## src/rtl/logic_engine_responder.sv

```systemverilog
`timescale 1ns/1ps
// Purpose : responder end of the CPU logic-engine req/ack handshake; serves word
//           reads from a host-programmed result table and keeps service statistics.
// Latency : ack is registered exactly LATENCY cycles after the edge that samples logic_req.
// Backpressure: none on cfg writes (one per cycle); the CPU holds logic_req until ack,
//           and one ack is issued per request (req must be seen low before the next).
// Ports   : clk/rst (async, active-high); logic_req/logic_addr in, logic_ack/logic_data/
//           logic_err out; cfg_we/cfg_idx/cfg_wdata table writes; busy, req_count,
//           err_count status outputs.
module logic_engine_responder #(
  parameter int          DEPTH     = 16,
  parameter int          LATENCY   = 2,
  parameter logic [31:0] BASE_ADDR = 32'h0000_1000,
  parameter logic [31:0] ERR_DATA  = 32'hDEAD_BEEF
) (
  input  logic                     clk,
  input  logic                     rst,
  input  logic                     logic_req,
  input  logic [31:0]              logic_addr,
  output logic                     logic_ack,
  output logic [31:0]              logic_data,
  output logic                     logic_err,
  input  logic                     cfg_we,
  input  logic [$clog2(DEPTH)-1:0] cfg_idx,
  input  logic [31:0]              cfg_wdata,
  output logic                     busy,
  output logic [15:0]              req_count,
  output logic [15:0]              err_count
);

  localparam int          IW       = $clog2(DEPTH);
  localparam int          CW       = (LATENCY > 1) ? $clog2(LATENCY) : 1;
  localparam logic [CW-1:0] CNT_LOAD = CW'(LATENCY - 1);
  localparam logic [31:0] DEPTH_W  = 32'(DEPTH);

  typedef enum logic [1:0] {IDLE, BUSY, ACK, WAIT_LOW} state_t;

  state_t        state, state_nxt;
  logic [CW-1:0] cnt, cnt_nxt;
  logic [31:0]   addr_q, addr_nxt;

  logic [31:0]   tbl [DEPTH];

  logic [31:0]   dec_addr;
  logic [31:0]   dec_off;
  logic          dec_hit;
  logic [IW-1:0] dec_idx;

  // Next-state logic. An abandoned request (req low while BUSY) takes priority
  // over the final countdown edge so a dropped request never produces an ack.
  always_comb begin
    state_nxt = state;
    cnt_nxt   = cnt;
    addr_nxt  = addr_q;
    case (state)
      IDLE: begin
        if (logic_req) begin
          addr_nxt  = logic_addr;
          cnt_nxt   = CNT_LOAD;
          state_nxt = (LATENCY == 1) ? ACK : BUSY;
        end
      end
      BUSY: begin
        if (!logic_req) begin
          state_nxt = IDLE;
        end else if (cnt == '0) begin
          state_nxt = ACK;
        end else begin
          cnt_nxt = cnt - 1'b1;
        end
      end
      ACK:      state_nxt = WAIT_LOW;
      WAIT_LOW: if (!logic_req) state_nxt = IDLE;
      default:  state_nxt = IDLE;
    endcase
  end

  // Address decode. With LATENCY=1 the ack edge is the sampling edge itself, so
  // the live address is decoded while IDLE; otherwise the captured one is used.
  always_comb begin
    dec_addr = (state == IDLE) ? logic_addr : addr_q;
    dec_off  = dec_addr - BASE_ADDR;
    dec_hit  = (dec_addr[1:0] == 2'b00) && (dec_addr >= BASE_ADDR) &&
               ((dec_off >> 2) < DEPTH_W);
    dec_idx  = dec_off[IW+1:2];
  end

  always_ff @(posedge clk or posedge rst) begin
    if (rst) begin
      state      <= IDLE;
      cnt        <= '0;
      addr_q     <= '0;
      logic_ack  <= 1'b0;
      logic_data <= '0;
      logic_err  <= 1'b0;
      busy       <= 1'b0;
      req_count  <= '0;
      err_count  <= '0;
    end else begin
      state     <= state_nxt;
      cnt       <= cnt_nxt;
      addr_q    <= addr_nxt;
      logic_ack <= (state_nxt == ACK);
      busy      <= (state_nxt == BUSY) || (state_nxt == ACK);
      // ACK-entry edge: response and statistics update together; data/err then
      // hold until the next ack. The table read sees pre-write contents.
      if (state_nxt == ACK) begin
        logic_data <= dec_hit ? tbl[dec_idx] : ERR_DATA;
        logic_err  <= !dec_hit;
        if (req_count != 16'hFFFF) req_count <= req_count + 16'd1;
        if (!dec_hit && (err_count != 16'hFFFF)) err_count <= err_count + 16'd1;
      end
    end
  end

  // Result table: no reset, written by the host in any state.
  always_ff @(posedge clk) begin
    if (cfg_we) tbl[cfg_idx] <= cfg_wdata;
  end

endmodule

```

## config.mk

```make
export PLATFORM = sky130hd
export DESIGN_NAME = logic_engine_responder
export DESIGN_NICKNAME = d
export VERILOG_FILES = /design/src/rtl/logic_engine_responder.sv
export SDC_FILE = /design/constraint.sdc
export NUM_CORES = 1
export LEC_CHECK = 0
export BUFFER_PORTS_ARGS = -buffer_cell sky130_fd_sc_hd__buf_2
export CORE_UTILIZATION = 60
export CTS_CLUSTER_SIZE = 25
export DETAILED_ROUTE_END_ITERATION = 8
export PLACE_DENSITY_LB_ADDON = 0.2
export SLEW_MARGIN = 20
export SYNTH_ARGS = -nofsm -noshare
export SYNTH_HDL_FRONTEND = slang
export SYNTH_SLANG_ARGS = --single-unit
export TNS_END_PERCENT = 100
```

## constraint.sdc

```tcl
create_clock -name clk -period 4.5 [get_ports clk]
set_input_delay 0.675 -clock clk [delete_from_list [all_inputs] [get_ports clk]]
set_output_delay 0.675 -clock clk [all_outputs]
set_load 0.1 [all_outputs]
```

Word level (Yosys, flattened, before mapping)
Memory sizes are Yosys's and may differ from the RTL's.
Cells that the tools add are included.
{ "word_totals": {"reg_bits": 102, "ramBits": 512, "word_cells": 50, "n_memories": 1} }
{ "classes": {"add_sub_neg": 4, "order_cmp": 2, "eq_ne": 9, "n_mux": 13, "n_reduce_logical": 12} }
{ "mem_list": {"columns": ["memory", "words", "word_bits", "rd", "rd_clocked_by_memory_dff", "wr", "line_no", "text"], "rows": [
  ["tbl", 16, 32, 1, 0, 1, "42", "logic [31:0] tbl [DEPTH];"]
]} }
{ "op_table": {"columns": ["cell", "n"], "rows": [
  ["32-bit 2-to-1 mux", 2],
  ["16-bit by 1-bit adder with 16-bit output, second input constant", 2],
  ["32-bit by 13-bit >= comparator with 1-bit output, second input constant", 1],
  ["16-bit != test, second input constant", 2],
  ["32-bit by 13-bit subtractor with 32-bit output, second input constant", 1],
  ["30-bit by 5-bit less-than comparator with 1-bit output, second input constant", 1],
  ["2-bit 2-to-1 mux", 4],
  ["2-bit case mux with 4 select lines", 1],
  ["2-bit equality test, second input constant", 3],
  ["2-bit AND reduction", 3],
  ["1-bit 2-to-1 mux", 5],
  ["2-bit by 1-bit equality test with 1-bit output, second input constant", 2],
  ["2-bit zero test", 2],
  ["2-bit != test, second input constant", 2],
  ["1-bit logical AND", 3],
  ["3-bit AND reduction", 1],
  ["1-bit case mux with 2 select lines", 1],
  ["2-bit nonzero test", 1],
  ["1-bit zero test", 1],
  ["1-bit logical OR", 1],
  ["1-bit subtractor, second input constant", 1]
]} }

Depth between registers and ports, before layout
Gate-level depths: netlist of run 1.
{ "logic_depth": {"depth_word": 8, "depth_mapped": 12, "ltp_nobuf": 10} }

Worst setup path before layout of run 1
Ideal clock, no wire load.
{ "synth_path": {"kind": "input-to-reg", "from": "input cfg_idx[2]", "to": "memory tbl[0][0] (enable)", "setup_time_ns": 0.461, "arrival_time_ns": 3.393, "required_ns": 4.039, "slack_ns": 0.645, "cell_stages": 2, "n_path_buf": 0, "cell_sequence": "or3b_2 > nor3_1"} }
{ "synth_rtl": {"columns": ["element", "line_no", "text"], "rows": [
  ["from (decl)", "24", "input logic [$clog2(DEPTH)-1:0] cfg_idx,"],
  ["to (decl)", "42", null]
]} }
No word-level cell before the write port.

Worst setup path in the final report of run 1
{ "layout_path": {"from": "register state[0]", "to": "register logic_data[10]"} }
{ "layout_between": {"elab_chain_cells": 6} }
{ "layout_rtl": {"columns": ["element", "line_no", "text"], "rows": [
  ["from (decl)", "38", "state_t state, state_nxt;"],
  ["from (signal assigned)", "100", "state <= state_nxt;"],
  ["2-bit zero test", "55, 81", null],
  ["32-bit 2-to-1 mux", "81", "dec_addr = (state == IDLE) ? logic_addr : addr_q;"],
  ["32-bit by 13-bit subtractor with 32-bit output (tied with other cells)", "82", "dec_off = dec_addr - BASE_ADDR;"],
  ["30-bit by 5-bit less-than comparator with 1-bit output / 1-bit logical AND (equally long branches)", "84, 83", null],
  ["1-bit logical AND", "83", "dec_hit = (dec_addr[1:0] == 2'b00) && (dec_addr >= BASE_ADDR) &&"],
  ["32-bit 2-to-1 mux", "108", "logic_data <= dec_hit ? tbl[dec_idx] : ERR_DATA;"],
  ["to (signal assigned)", "108", null],
  ["to (decl)", "21", "output logic [31:0] logic_data,"]
]} }
Parallel ways exist; a longest one is shown, timed or not.
A chain may end at the register's enable or synchronous reset.

==> results of run 1 <==
==> routing by layer <==
| layer | up-vias | GRT usage (%) | wire length, um |
|---|---|---|---|
| li1 | 5960 | - | - |
| met1 | 6871 | 37.7 | 21800 |
| met2 | 622 | 41.8 | 25500 |
| met3 | 101 | 4.93 | 4330 |
| met4 | 6 | 8.35 | 1310 |
| met5 | - | 0 | 39 |
==> final cells by class <==
type	count	area [sq um]	share of cell area, %
multi-input cells	746	5920	21.6
inverters	6	25.0	0.0912
clock inverters	26	196	0.716
diodes	1	2.50	0.00912
flip-flops and latches	614	17900	65.4
clock buffers	82	1650	6.03
well taps	518	648	2.36
repair buffers	177	1050	3.84
==> through the flow <==
step / hold WS [ns] / area (sq um) / total power [mW] / instances / util [%]
3_3_place_gp: 0.467 / 25500 / 12.2 / 2060 / 65.3
5_1_grt: 0.242 / 27400 / 17.7 / 2170 / 70.1
3_5_place_dp: 0.474 / 25500 / 12.3 / 2060 / 65.3
6_report: 0.206 / 27400 / 16.9 / 2170 / 70.1
4_1_cts: 0.205 / 27400 / 17.0 / 2168 / 70.1
2_1_floorplan: 0.472 / 24100 / 10.9 / 1446 / -
==> sequential cells by signal, indices dropped and copies added, names as in the netlist <==
signal,flops
logic_ack,1
addr_q,32
logic_err,1
busy,1
state,2
err_count,16
cnt,1
req_count,16
logic_data,32
tbl,512
==> cell families (layout without fill, tap and decap cells) <==
| family | after synthesis | after routing |
|---|---|---|
| mux | 168 | 168 |
| xor+xnor | 29 | 29 |
| fa+ha+maj | 3 | 3 |
| compound gates | 127 | 127 |
| simple gates | 419 | 419 |
| buf+inv | 86 | 291 |
| flops | 614 | 614 |
| other cells | 0 | 1 |
==> worst paths after layout <==
path | to | slack (ns) | cells after the start
max in group asynchronous | addr_q[24]$_DFFE_PP0P_ | 3.37 | 3
worst min register to register | err_count[10]$_DFFE_PP0P_ | 0.49 | 1
worst max register to register | logic_data[10]$_DFFE_PP0P_ | 0.94 | 8
min in group clk | addr_q[30]$_DFFE_PP0P_ | 0.32 | 2
worst max-delay path | logic_data[10]$_DFFE_PP0P_ | 0.94 | 8
worst min-delay path | logic_ack$_DFF_PP0_ | 0.21 | 2
==> worst register-to-register path: cells and delay by family (launching register included) <==
| kind | cells | cell delay [ns] |
|---|---|---|
| mux | 1 | 0.84 |
| simple gates | 3 | 1.15 |
| compound gates | 3 | 0.53 |
| flops | 1 | 0.46 |
| buf+inv | 1 | 0.46 |
==> power groups by stage <==
stage	sequential, mW	combinational [mW]	clock (mW)
after floorplan	7.22	3.64	0
after global placement	6.81	5.37	0
after detailed placement	6.83	5.49	0
after CTS	6.71	5.50	4.78
after global routing	6.75	5.94	5.00
final	6.72	5.51	4.71
==> layout by cell type (no fill, tap or decap), types with 5 or more instances in the layout <==
| master | netlist | routed |
|---|---|---|
| edfxtp_1 | 512 | 512 |
| nand2_1 | 212 | 211 |
| buf_2 | 24 | 138 |
| dfrtp_1 | 102 | 102 |
| nand3_1 | 81 | 81 |
| mux2i_1 | 68 | 66 |
| mux4_2 | 64 | 64 |
| clkbuf_16 | 0 | 59 |
| o21ai_0 | 39 | 39 |
| nand4_1 | 36 | 36 |
| mux2_2 | 36 | 35 |
| buf_4 | 3 | 34 |
| a32oi_1 | 32 | 32 |
| o22a_1 | 25 | 25 |
| xor2_1 | 16 | 16 |
| clkbuf_1 | 50 | 14 |
| nor2_4 | 0 | 13 |
| xnor2_1 | 13 | 13 |
| clkinv_2 | 0 | 12 |
| nor2_1 | 25 | 10 |
| nor3_1 | 14 | 10 |
| clkbuf_8 | 0 | 9 |
| nor4_1 | 8 | 8 |
| a22o_1 | 8 | 8 |
| clkinv_1 | 0 | 8 |
| and2_1 | 5 | 6 |
| and3_1 | 6 | 6 |
| a21oi_1 | 5 | 5 |
| inv_1 | 6 | 5 |
==> flow_summary.ini, run 1 <==
[setup_path]
cpPeakStageDelay_ns = 0.84
timing_worst_setup_path_type = reg -> reg
worst-endpoint-required_ns = 4.99
critical-path-slowest-cell = mux2_4
crit_path_max_fanout = 47
crit_buf_inv = 1
critical_path_sink_type = register
critical_path_arrival_ns = 4.05
worstReg2RegStart = state[0]$_DFF_PP0_
cell_chain_critical_path = nor2_2, mux2_4, and2_1, buf_4, a32oi_1, nand4_1, o21ai_0, o22a_1
startpoint_type = register
worst_setup_path_startpoint = state[0]$_DFF_PP0_
path_delay_family = simple AND/OR/NAND/NOR gates

[timing]
highest_achievable_clock_rate_mhz = 281
worst_pin_slew_ns = 1.06
maxSlewHeadroom_pct = 28.9
timing.final.setup_violations = 0
fin_tns_setup_ns = 0
layout_worst_path_cycle_share_pct = 79.1
final_critical_path_setup_slack_ns = 0.940
final_period_minus_worst_setup_slack_ns = 3.56
final-hold-violation-count = 0
rsz_0062_raised_after_global_routing = no
slew_violations = 0
timing.clock.skew_ns = 0.0269

[grt]
overall_fraction_of_global_route_tracks_in_use_pct = 26.4
grt_pass1_vias = 13600
global_route.overflow_total = 0
antenna_found_initial = 4
maximum_number_of_pins_on_one_net_before_global_route_repair = 97
grt_pass1_wl_um = 80200

[clock_tree]
cts_root_buffer = clkbuf_16
worst_setup_hold_path_clk_slew_ns = 0.06
clk_latency_ns = 0.62
cts_max_path_buffers = 3
cts_htree_levels = 2
inserted_clock_buffers = 59
postCtsResizedCells = 0
clock_sink_count = 614
cts_tree = yes
post-cts-setup-buffer-count = 0
post_cts_hold_buffer_count = 0

[routing]
drt-vias-per-instance = 6.25
wire_per_inst_um = 24.4
drt_iter0_drc = 1341
route.detailed.drc = 0
antenna_nets_post_route = 0
drt-total-wl_um = 53000
detailroute.via_count = 13600
detail_route.first_pass.iterations = 8

[synth]
synth_top_family_by_area = multiplexers
postSynth.topFlopCell = edfxtp_1
ys_types = 56
synth_area_leader_cell = edfxtp_1
flops_latches_synth = 614
synth_area_per_cell_sq_um = 16.6
ys_top_cells_by_area = edfxtp_1 64%, dfrtp_1 11%, mux4_2 6.0%
synth.most_common_cell = edfxtp_1
xor_xnor_share_of_the_synthesized_area_pct = 1.06
synth_area_sq_um = 24100
synth.net_count = 1521
synth_common_cells = 512 x edfxtp_1, 212 x nand2_1, 102 x dfrtp_1
synth_edf_count = 512
synthCells = 1446
synth_area_in_adders_pct = 0.156
synth-seq-area-share_pct = 74.5
yosys.area_share.simple_pct = 8.27
yosysWarnings = 0
synth_compound_area_share_pct = 3.92
asyncSetResetFlopFracSynth_pct = 16.6
multiplexer_share_of_the_synthesized_area_pct = 10.5
synth_top_cell_area_share_pct = 63.9

[floorplanning]
die_x_um = 202
core_area_sq_um = 39100
rows = 72
design.die.area_sq_um = 40900
floorplan.io_pins = 139
chipHeight_um = 202
initial_utilization_pct = 61.5

[finish]
area_growth_from_synthesis_to_layout_pct = 14.0
num-fill-cells = 2535
final_layout_size_suffix_gt1_share_pct = 24.2
nNetsFinal = 1679

[power]
total_leakage_power_nw = 9.61
seq_power_share_pct = 39.7
cellPowerDensity_nw_per_um2 = 617
p_sw_share_pct = 33.5
power.net_switching_mw = 5.68
ir_drop_mv = 0.422
p_int_mw = 11.3
combinational_fraction_of_design_power_pct = 32.5
share_clk_of_total_power_pct = 27.8

[placement]
detailed_place_hpwl_um = 29700
gp_congestion = 0.852
placement.setup.worst_slack_ns = 0.957
placement.io_buffers = 138

[min_path]
holdCritPathClass = in -> async

[status]
result_of_the_run = finished clean

[flow_run]
cap_violations = 0
(Power assumes the default switching activity.)
==> inputs of run 2 (changes only) <==
--- a/config.mk
+++ b/config.mk
@@ -5,6 +5,7 @@
 export SDC_FILE = /design/constraint.sdc
 export NUM_CORES = 1
 export LEC_CHECK = 0
+export ABC_AREA = 1
 export BUFFER_PORTS_ARGS = -buffer_cell sky130_fd_sc_hd__buf_2
 export CORE_UTILIZATION = 60
 export CTS_CLUSTER_SIZE = 25
==> constraint.sdc (replaced) <==
create_clock -name clk -period 3.34 [get_ports clk]
set_input_delay 0.501 -clock clk [delete_from_list [all_inputs] [get_ports clk]]
set_output_delay 0.501 -clock clk [all_outputs]
set_load 0.1 [all_outputs]
==> flow_summary.ini, run 2 <==
[status]
result_of_the_run = finished clean

[timing]
layout_worst_path_cycle_share_pct = 92.0
final-hold-violation-count = 0
slew_violations = 0
timing.clock.skew_ns = 0.0290
fin_hold_ws_ns = 0.0378
maxSlewHeadroom_pct = 41.0
final_critical_path_setup_slack_ns = 0.268
fin_tns_setup_ns = 0
timing.final.setup_violations = 0
rsz_0062_raised_after_global_routing = no
highest_achievable_clock_rate_mhz = 326
final_period_minus_worst_setup_slack_ns = 3.07
worst_pin_slew_ns = 0.883

[grt]
antenna_found_initial = 2
met2_layer_usage_reported_by_global_route_pct = 48.6
grt.met1_usage_pct = 39.2
overall_fraction_of_global_route_tracks_in_use_pct = 28.9
globalRouteMet3Util_pct = 4.31
grt_pass1_wl_um = 95100
maximum_number_of_pins_on_one_net_before_global_route_repair = 144
grt_pass1_vias = 16700
globalRoute.busiestLayer = met2
global_route.overflow_total = 0

[placement]
gp_congestion = 0.870
placed_cells_incl_taps = 2742
placement.setup.worst_slack_ns = 0.319
detailed_place.area_sq_um = 26800
placement.io_buffers = 138
detailed_place_hpwl_um = 32800

[synth]
synthCells = 2150
ys_top_cells_by_area = edfxtp_1 61%, dfrtp_1 10%, nand2_1 6.2%
synth_area_sq_um = 25300
synth_area_leader_cell = edfxtp_1
yosys.area_share.simple_pct = 14.2
synth.net_count = 2225
synth_area_in_adders_pct = 0.148
synth_common_cells = 512 x edfxtp_1, 415 x nand2_1, 236 x o21ai_0
synth_top_cell_area_share_pct = 60.8
synth_top_family_by_area = simple AND/OR/NAND/NOR gates
ys_types = 37
synth-seq-area-share_pct = 70.9
synth.most_common_cell = edfxtp_1
yosysWarnings = 0
synth_compound_area_share_pct = 9.98
synth_area_per_cell_sq_um = 11.8
postSynth.topFlopCell = edfxtp_1
flops_latches_synth = 614
multiplexer_share_of_the_synthesized_area_pct = 0
asyncSetResetFlopFracSynth_pct = 16.6
synth_edf_count = 512
xor_xnor_share_of_the_synthesized_area_pct = 1.04

[setup_path]
crit_path_max_fanout = 26
worst-r2r-cell-count = 14
startpoint_type = register
cell_chain_critical_path = inv_1, nand2_2, nand2_1, nand2_1, nand2_1, nor2_2, nand2_1, clkinv_1, nand3_1, a21oi_1, nand4_4, buf_12, o22ai_1, inv_1
critical_path_sink_type = register
critical_path_arrival_ns = 3.58
worst-endpoint-required_ns = 3.85
timing.rr.end = logic_data[7]$_DFFE_PP0P_
rrSetupSlack_ns = 0.27
critical-path-slowest-cell = dfrtp_1
timing_worst_setup_path_type = reg -> reg
cpPeakStageDelay_ns = 0.44
worstReg2RegStart = state[1]$_DFF_PP0_
cp_common_cell = nand2_1

[routing]
detailroute.via_count = 17100
route.detailed.drc = 0
drt-total-wl_um = 61800
drt-vias-per-instance = 6.00
antenna_nets_post_route = 0
drt_iter0_drc = 2077
wire_per_inst_um = 21.7
detail_route.first_pass.iterations = 7

[finish]
insertedDiodeCount = 0
most_used_cells_in_the_layout_excluding_fill_and_tap_cells = 512 x edfxtp_1, 414 x nand2_1, 236 x o21ai_0, 164 x nand3_1, 159 x nor2_1
largest_reg_flops = 512
final_layout_size_suffix_gt1_share_pct = 14.4
finalCoreUtilization_pct = 69.9
mostFrequentLayoutCell = edfxtp_1
largest_register = tbl
largest_regs = tbl: 512 flops, addr_q: 32 flops, logic_data: 32 flops
stdcell_area_sq_um = 28800
final-instance-count-excl-fill = 2853
nNetsFinal = 2347
num-fill-cells = 2843
area_growth_from_synthesis_to_layout_pct = 13.9

[clock_tree]
cts_htree_levels = 2
inserted_clock_buffers = 59
clk_latency_ns = 0.62
cts_root_buffer = clkbuf_16
clock_sink_count = 614
cts_max_path_buffers = 3
worst_setup_hold_path_clk_slew_ns = 0.07
post_cts_hold_buffer_count = 0
cts_tree = yes

[floorplanning]
design.die.area_sq_um = 43000
core_area_sq_um = 41200
chipHeight_um = 207
floorplan.io_pins = 139
initial_utilization_pct = 61.4
die_x_um = 207
rows = 74

[min_path]
holdCritPathClass = in -> async

[power]
cellPowerDensity_nw_per_um2 = 870
ir_drop_mv = 0.886
total_leakage_power_nw = 10.6
report.power.total_mw = 25.1

[flow_run]
cap_violations = 0
==> run 2: cell count changes in the layout (fill, tap and decap cells not counted), moves of 35 or more <==
cell / previous run / this run
mux4_2: 64 / 0
nor2_1: 10 / 159
o22ai_1: 1 / 78
mux2i_1: 66 / 0
nand2_1: 211 / 414
o21bai_1: 0 / 90
mux2_2: 35 / 0
inv_1: 5 / 108
nand3_1: 81 / 164
o21ai_0: 39 / 236
==> run 2: worst max-delay path by stage <==
| stage | start | end | slack (ns) | cells past startpoint |
|---|---|---|---|---|
| 3_3_place_gp | logic_req | req_count[13]$_DFFE_PP0P_ | 0.40 | 10 |
| 3_5_place_dp | state[0]$_DFF_PP0_ | err_count[15]$_DFFE_PP0P_ | 0.32 | 14 |
| 5_1_grt | state[1]$_DFF_PP0_ | logic_data[26]$_DFFE_PP0P_ | 0.0004 | 13 |
| 6_report | state[1]$_DFF_PP0_ | logic_data[7]$_DFFE_PP0P_ | 0.27 | 14 |
| 2_1_floorplan | rst | addr_q[0]$_DFFE_PP0P_ | 0.16 | 1 |
| 4_1_cts | state[1]$_DFF_PP0_ | err_count[15]$_DFFE_PP0P_ | 0.30 | 14 |
==> run 2: kinds of logic (layout without fill, tap and decap cells) <==
kind of cell	after synthesis	in the layout
AOI/OAI and AO/OA	426	426
xor gates and xnor gates	30	30
adders and majority gates	3	3
buffers and inverters	237	408
DFF	614	614
and+or+nand+nor	840	840
==> run 2: power by group <==
group	internal, mW	switching (mW)
sequential	8.72	0.224
clock	3.87	2.80
combinational	2.87	6.59
==> run 2: what timing repair did <==
item / in CTS / in global routing
buffers inserted: 0 / 0
gates resized for setup: 0 / 1
endpoints found under the setup margin: 0 / 12
==> run 2: final cells by class <==
type	instances	area, sq um	area share, %
clock inverters	35	333	1.16
multi-input cells	1299	6590	22.9
clock buffers	75	1620	5.61
well taps	532	666	2.31
inverters	115	440	1.53
repair buffers	183	1240	4.29
flip-flops and latches	614	17900	62.2
==> run 2: per-layer routing <==
metal,vias to the layer above,part of all wire [%]
li1,7861,-
met1,8456,41
met2,707,49
met3,103,7.2
met4,4,2.2
met5,-,0.044
==> run 2: worst max-delay path: cells and delay by family, from the launching register on <==
kind | cells | cell delay [ns]
compound gates | 2 | 0.45
buf+inv | 4 | 0.55
flops | 1 | 0.44
simple gates | 8 | 1.53
==> inputs of run 3 (changes only) <==
--- a/config.mk
+++ b/config.mk
@@ -10,6 +10,7 @@
 export CORE_UTILIZATION = 60
 export CTS_CLUSTER_SIZE = 25
 export DETAILED_ROUTE_END_ITERATION = 8
+export HOLD_SLACK_MARGIN = 0.12
 export PLACE_DENSITY_LB_ADDON = 0.2
 export SLEW_MARGIN = 20
 export SYNTH_ARGS = -nofsm -noshare
==> flow_summary.ini, run 3 (synthesized netlist as in run 2, its figures left out) <==
[clock_tree]
clock_sink_count = 614
cts_max_path_buffers = 3
worst_setup_hold_path_clk_slew_ns = 0.07
cts_htree_levels = 2
clk_latency_ns = 0.62
cts_tree = yes
cts_root_buffer = clkbuf_16
inserted_clock_buffers = 59

[setup_path]
worstReg2RegStart = state[1]$_DFF_PP0_
critical_path_arrival_ns = 3.59
worst-endpoint-required_ns = 3.85
worst-r2r-cell-count = 14
timing.rr.end = logic_data[7]$_DFFE_PP0P_
timing_worst_setup_path_type = reg -> reg
rrSetupSlack_ns = 0.26
crit_path_max_fanout = 26
critical_path_sink_type = register
startpoint_type = register

[finish]
final-seq-area_sq_um = 17900
insertedDiodeCount = 0
final_layout_size_suffix_gt1_share_pct = 14.4
num-fill-cells = 2836
mostFrequentLayoutCell = edfxtp_1
nNetsFinal = 2354
largest_regs = tbl: 512 flops, addr_q: 32 flops, logic_data: 32 flops
multi_input_area_sq_um = 6590
most_used_cells_in_the_layout_excluding_fill_and_tap_cells = 512 x edfxtp_1, 414 x nand2_1, 236 x o21ai_0, 164 x nand3_1, 159 x nor2_1
largest_register = tbl
largest_reg_flops = 512
area_growth_from_synthesis_to_layout_pct = 14.2
stdcell_area_sq_um = 28900

[floorplanning]
rows = 74
design.die.area_sq_um = 43000
initial_utilization_pct = 61.4
chipHeight_um = 207
die_x_um = 207
core_area_sq_um = 41200
floorplan.io_pins = 139

[timing]
final_period_minus_worst_setup_slack_ns = 3.08
maxSlewHeadroom_pct = 34.7
final-hold-violation-count = 0
layout_worst_path_cycle_share_pct = 92.3
highest_achievable_clock_rate_mhz = 325
fin_tns_setup_ns = 0
worst_pin_slew_ns = 0.980
final_critical_path_setup_slack_ns = 0.259
rsz_0062_raised_after_global_routing = no
slew_violations = 0
timing.clock.skew_ns = 0.0293
timing.final.setup_violations = 0
fin_hold_ws_ns = 0.148

[min_path]
min_delay_endpoint = addr_q[20]$_DFFE_PP0P_
holdPathStages = 3
holdCritPathClass = in -> reg
hold_path_startpoint = logic_addr[20]

[power]
cellPowerDensity_nw_per_um2 = 868
total_leakage_power_nw = 10.6
report.power.total_mw = 25.1
ir_drop_mv = 0.886

[grt]
antenna_found_initial = 2
global_route.overflow_total = 0
grt_pass1_wl_um = 95200
overall_fraction_of_global_route_tracks_in_use_pct = 28.9
maximum_number_of_pins_on_one_net_before_global_route_repair = 144
grt_pass1_vias = 16800

[placement]
detailed_place.area_sq_um = 26800
detailed_place_hpwl_um = 32800
placement.io_buffers = 138
placement.setup.worst_slack_ns = 0.319
gp_congestion = 0.870

[flow_run]
cap_violations = 0

[status]
result_of_the_run = finished clean

[routing]
drt_iter0_drc = 1939
drt-vias-per-instance = 6.02
detailroute.via_count = 17200
antenna_nets_post_route = 0
detail_route.first_pass.iterations = 5
drt-total-wl_um = 62000
wire_per_inst_um = 21.7
route.detailed.drc = 0
run 3: changes by cell type in the layout (fill, tap and decap cells not counted), sizes merged:
cell	delta
dlygate4sd3	+7
run 3: worst max-delay path by stage:
stage / start / to / slack (ns)
finish: state[1]$_DFF_PP0_ / logic_data[7]$_DFFE_PP0P_ / 0.26
CTS: state[1]$_DFF_PP0_ / err_count[15]$_DFFE_PP0P_ / 0.30
global placement: logic_req / req_count[13]$_DFFE_PP0P_ / 0.40
global route: state[1]$_DFF_PP0_ / logic_data[26]$_DFFE_PP0P_ / 0.0004
detailed placement: state[0]$_DFF_PP0_ / err_count[15]$_DFFE_PP0P_ / 0.32
floorplan: rst / addr_q[0]$_DFFE_PP0P_ / 0.16
run 3: cell type report:
type / instances / area share, %
Clock buffer: 75 / 5.60
Clock inverter: 35 / 1.15
Inverter: 115 / 1.52
Multi-Input combinational cell: 1299 / 22.8
Sequential cell: 614 / 62.1
Tap cell: 532 / 2.30
Timing Repair Buffer: 190 / 4.52
run 3: where the power goes:
group	total [mW]	switching (mW)	internal [mW]
clock	6.67	2.81	3.87
combinational	9.46	6.58	2.88
sequential	8.94	0.224	8.72
run 3: repair_timing:
item                                    in CTS  in global routing
setup buffers                                0                  0
endpoints found under the setup margin       0                 12
hold endpoints to repair                    55                  0
hold buffers                                 7                  0
resized for setup                            0                  1
run 3: stage by stage:
step / utilization (%) / std cells
after floorplan: - / 2150
after global placement: 65.1 / 2742
after detailed placement: 65.1 / 2742
after CTS: 70.0 / 2859
after global routing: 70.1 / 2860
final: 70.1 / 2860
run 3: layer usage:
metal / GRT usage (%) / wire (um) / vias to the layer above / part of all wire, %
met4: 8.57 / 1350 / 4 / 2.2
met3: 4.31 / 4770 / 103 / 7.7
li1: - / - / 7880 / -
met5: 0 / 27 / - / 0.044
met2: 48.7 / 30500 / 723 / 49
met1: 39.2 / 25300 / 8503 / 41
run 3: critical path, cell delays in order, from the launching register on:
cell and delay (ns):
dfrtp_1 0.44, inv_1 0.07, nand2_2 0.40, nand2_1 0.10, nand2_1 0.12, nand2_1 0.09, nor2_2 0.19, nand2_1 0.10
clkinv_1 0.07, nand3_1 0.08, a21oi_1 0.27, nand4_4 0.45, buf_12 0.34, o22ai_1 0.18, inv_1 0.07
